--- src/rtl/pow_n_seq.sv ---
// pow_n_seq: sequential n**exp modulo 2^WIDTH using right-to-left square-and-multiply.
// A valid/ready handshake is used on both the request side and the result side.
// Optional feature macro: POW_N_SEQ_OVERFLOW_EN.
//   Defined:   the overflow output reports that the exact power did not fit in WIDTH bits.
//   Undefined: overflow is tied to 0.
module pow_n_seq #(
  parameter int WIDTH     = 18,
  parameter int EXP_WIDTH = 4
) (
  input  logic                 clock,
  input  logic                 reset_n,
  input  logic                 in_valid,
  output logic                 in_ready,
  input  logic [WIDTH-1:0]     n,
  input  logic [EXP_WIDTH-1:0] exp,
  output logic                 out_valid,
  input  logic                 out_ready,
  output logic [WIDTH-1:0]     n_pow,
  output logic                 overflow
);

  typedef enum logic [1:0] {
    IDLE = 2'd0,
    RUN  = 2'd1,
    DONE = 2'd2
  } state_t;

  state_t               r_state;
  state_t               w_nextState;
  logic [WIDTH-1:0]     r_acc;
  logic [WIDTH-1:0]     r_base;
  logic [EXP_WIDTH-1:0] r_e;
  logic [WIDTH-1:0]     w_accLo;
  logic [WIDTH-1:0]     w_baseLo;
  logic                 w_accept;
  logic                 w_step;

  assign w_accept  = in_valid && (r_state == IDLE);
  assign w_step    = (r_state == RUN) && (r_e != '0);
  assign in_ready  = (r_state == IDLE);
  assign out_valid = (r_state == DONE);
  assign n_pow     = r_acc;

`ifdef POW_N_SEQ_OVERFLOW_EN
  logic [2*WIDTH-1:0] w_accProd;
  logic [2*WIDTH-1:0] w_baseProd;
  logic               w_ovfHit;
  logic               r_ovf;

  assign w_accProd  = {{WIDTH{1'b0}}, r_acc} * {{WIDTH{1'b0}}, r_base};
  assign w_baseProd = {{WIDTH{1'b0}}, r_base} * {{WIDTH{1'b0}}, r_base};
  assign w_accLo    = w_accProd[WIDTH-1:0];
  assign w_baseLo   = w_baseProd[WIDTH-1:0];
  // A square only matters if a later step will still use it, hence the e>>1 qualifier.
  assign w_ovfHit   = (r_e[0] && (w_accProd[2*WIDTH-1:WIDTH] != '0)) ||
                      (((r_e >> 1) != '0) && (w_baseProd[2*WIDTH-1:WIDTH] != '0));
  assign overflow   = r_ovf;

  // Sticky truncation flag: cleared on accept, set by any significant lost high half.
  always_ff @(posedge clock or negedge reset_n) begin
    if (!reset_n) begin
      r_ovf <= 1'b0;
    end else if (w_accept) begin
      r_ovf <= 1'b0;
    end else if (w_step && w_ovfHit) begin
      r_ovf <= 1'b1;
    end
  end
`else
  assign w_accLo  = r_acc * r_base;
  assign w_baseLo = r_base * r_base;
  assign overflow = 1'b0;
`endif

  // State register; reset discards any operation in flight.
  always_ff @(posedge clock or negedge reset_n) begin
    if (!reset_n) begin
      r_state <= IDLE;
    end else begin
      r_state <= w_nextState;
    end
  end

  // Next-state: RUN lasts until every exponent bit has been consumed.
  always_comb begin
    w_nextState = r_state;
    case (r_state)
      IDLE:    if (in_valid)   w_nextState = RUN;
      RUN:     if (r_e == '0)  w_nextState = DONE;
      DONE:    if (out_ready)  w_nextState = IDLE;
      default: w_nextState = IDLE;
    endcase
  end

  // Datapath: load operands on accept, then one square-and-multiply step per clock.
  always_ff @(posedge clock or negedge reset_n) begin
    if (!reset_n) begin
      r_acc  <= '0;
      r_base <= '0;
      r_e    <= '0;
    end else if (w_accept) begin
      r_acc  <= {{(WIDTH-1){1'b0}}, 1'b1};
      r_base <= n;
      r_e    <= exp;
    end else if (w_step) begin
      if (r_e[0]) begin
        r_acc <= w_accLo;
      end
      r_base <= w_baseLo;
      r_e    <= r_e >> 1;
    end
  end

endmodule

--- config.mk ---
export PLATFORM = sky130hd
export DESIGN_NAME = pow_n_seq
export DESIGN_NICKNAME = d
export VERILOG_FILES = /design/src/rtl/pow_n_seq.sv
export SDC_FILE = /design/constraint.sdc
export NUM_CORES = 1
export LEC_CHECK = 0
export CORE_MARGIN = 4
export CORE_UTILIZATION = 45
export CTS_CLUSTER_SIZE = 12
export DETAILED_ROUTE_END_ITERATION = 8
export PLACE_DENSITY = 0.7
export SYNTH_ARGS = -nofsm -noshare
export SYNTH_HDL_FRONTEND = slang
export SYNTH_SLANG_ARGS = --single-unit
--- constraint.sdc ---
create_clock -name clock -period 7.03 [get_ports clock]
set_clock_uncertainty 0.2 [all_clocks]
set_input_delay 1.406 -clock clock [delete_from_list [all_inputs] [get_ports clock]]
set_output_delay 1.406 -clock clock [all_outputs]
set_load 0.01 [all_outputs]
==> reports/metrics.cfg <==
[run_status]
status = completed

[global_routing]
track_usage_pct = 20.1
grt_pass1_wl_mm = 43.1
grt_pass1_vias = 8474
grt_max_degree = 43
grt_overflow = 0
grt_antenna_before_repair = 0

[layout]
nets = 1609
drive_gt1_share_pct = 2.36
layout_commonest_cell = inv_1
final_cell_mix = inv_1 (325), fa_1 (199), nand2_1 (144)
area_growth_pct = 8.26
final_util_pct = 50.0
antenna-diode-count = 0

[timing]
fin_setup_tns_ns = 0
slew_viol_final = 0
relSlewSlack_pct = 30.6
rsz0062_at_grt = no
max_freq_mhz = 164
finalHoldViolations = 0
worst_slew_pin_slew_ns = 1.04
min_period_ns = 6.11
setup_viol = 0
worst_hold_slack_ns = 0.332
finalCritPeriodShare_pct = 87.0

[min_path]
hold_path_class = reg -> reg
worstHoldStart = r_e[2]

[critical_path]
endpoint_kind = register
crit_path_start_kind = register
cp.required_ns = 7.06
r2r-start = r_base[8]
ff2ff_setup_slack_ns = 0.92
startpoint = r_base[8]
crit_slowest_cell = dfrtp_1
worstSetupPathType = reg -> reg
critical-path-top-delay-family = adder cells
path_cells = inv_1 -> nor2_1 -> inv_1 -> fa_1 -> fa_1 -> fa_1 -> fa_1 -> inv_1 -> fa_1 -> inv_1 -> fa_1 -> inv_1 -> ha_1 -> a211o_1 -> nor4_1 -> o31ai_1 -> xnor2_1 -> nor2_1 -> o21ai_0
cp.arrival_ns = 6.14
worst-path-buf-inv = 5
slowest_delay_ns = 0.65
crit_top_cell = fa_1
worst-path-max-fanout = 17

[detailed_routing]
viasPerCell = 4.93
drt-initial-drc-count = 535
drc = 0
routed_wl_mm = 24.9
drtPass1Iterations = 5
postRouteAntennaNets = 0
wl_per_cell_um = 15.6
vias = 7854

[floorplanning]
fp.dieW_um = 164
die-height_um = 164
core.rowCount = 56
dieArea_mm2 = 0.0268
io-pin-count = 47
coreArea_mm2 = 0.0237
start_util_pct = 46.1

[clock_tree]
cts_buffer_depth = 2
clock_latency_ns = 0.31
cts_sinks = 42
postCtsHoldBufs = 0
cts_resized = 0
cts_max_level = 2
cts_setup_buffers = 0
cts_root_buf = clkbuf_16
cts_buffers = 5
cts_tree = built
clk_pin_slew_ns = 0.07

[synthesis]
syn_nets = 1598
ys.flop_type = dfrtp_1
yosys_register_bits = 42
synth.avg_cell_area_um2 = 8.67
syn-instance-count = 1261
synth-edff-count = 0
syn-cell-area_mm2 = 0.0109
yosysWarnings = 0
yosysUniqueCellTypes = 46
ys_seq_area_share_pct = 9.62
async_flop_share_pct = 100

[placed_design]
portBuffers = 45
dp_hpwl_mm = 20.5
finalWeightedCongestion = 0.876

[job]
drv_cap = 0

==> final timing paths <==
kind | endpoint | cells past startpoint
max reg2reg | r_base[17] | 19
min in group asynchronous | r_e[2] | 2
min reg2reg | r_e[2] | 2
max | r_base[17] | 19
max in group asynchronous | r_base[2] | 2
min | r_e[2] | 2
==> per-layer routing <==
metal,global-route usage [%],up-vias,part of all wire (%)
li1,-,3716,-
met1,28.2,3916,46
met2,33.5,187,48
met3,2.69,35,4.3
met4,4.50,0,2.0
met5,0,-,0
==> flip-flops by register name, indices dropped and copies added, names as in the netlist <==
name     flops
n_pow       18
r_state      2
r_base      18
r_e          4
==> area by class of cell <==
class	instances	area, um^2
Tap cell	319	399
Fill cell	2284	11900
Clock inverter	2	60.1
Multi-Input combinational cell	841	8430
Sequential cell	42	1050
Clock buffer	6	139
Inverter	325	1220
Timing Repair Buffer	57	536
==> metrics by stage <==
step / area, um^2 / worst slack (ns) / cells
after global routing: 11800 / 0.564 / 1592
after floorplan: 10900 / 1.34 / 1261
final: 11800 / 0.915 / 1592
after detailed placement: 11600 / 0.929 / 1584
after global placement: 11600 / 1.06 / 1584
after CTS: 11800 / 0.916 / 1592
==> worst min-delay path: cells and delay by family (launching register included) <==
family	cells	cell delay, ns
AO/OA/AOI/OAI	1	0.06
AND/OR/NAND/NOR	1	0.06
flip-flops	1	0.38
==> Yosys cell counts, types with 2 or more instances <==
library cell | number | area, um^2
nor3_1 | 5 | 25.0
a21oi_1 | 27 | 135
o31ai_1 | 2 | 15.0
o21a_1 | 3 | 22.5
mux2i_1 | 2 | 20.0
o21ai_0 | 30 | 150
fa_1 | 199 | 3980
xnor2_1 | 52 | 455
nand2b_1 | 6 | 37.5
buf_6 | 2 | 22.5
buf_2 | 7 | 35.0
ha_1 | 112 | 1400
nor2_1 | 24 | 90.1
xnor2_2 | 2 | 32.5
o21bai_1 | 6 | 45.0
xor2_1 | 19 | 166
and2_1 | 135 | 845
nor2b_1 | 8 | 50.1
dfrtp_1 | 42 | 1050
nand2_2 | 4 | 25.0
a21o_1 | 6 | 45.0
nand2_1 | 144 | 541
nor3b_1 | 2 | 15.0
nand3_1 | 22 | 110
inv_1 | 325 | 1220
a211oi_1 | 2 | 15.0
clkbuf_1 | 40 | 150
o21ai_1 | 3 | 15.0
buf_4 | 2 | 15.0
a31oi_1 | 11 | 68.8
a22oi_1 | 2 | 15.0
==> cells by family (layout without fill, tap and decap cells) <==
logic type / Yosys count / in the layout / synth area share [%]
buffers and inverters: 378 / 390 / 13.3
AND/OR/NAND/NOR: 356 / 356 / 16.4
adder cells (fa/ha/maj): 311 / 311 / 49.3
AO/OA/AOI/OAI: 98 / 98 / 5.27
XOR/XNOR: 73 / 73 / 5.99
flip-flops: 42 / 42 / 9.62
multiplexers: 2 / 2 / 0.183
other: 1 / 1 / 0.0343
Power is left out: the tool's default activity adds up to more than one toggle a clock period on the data nets, which glitch-free logic cannot reach.
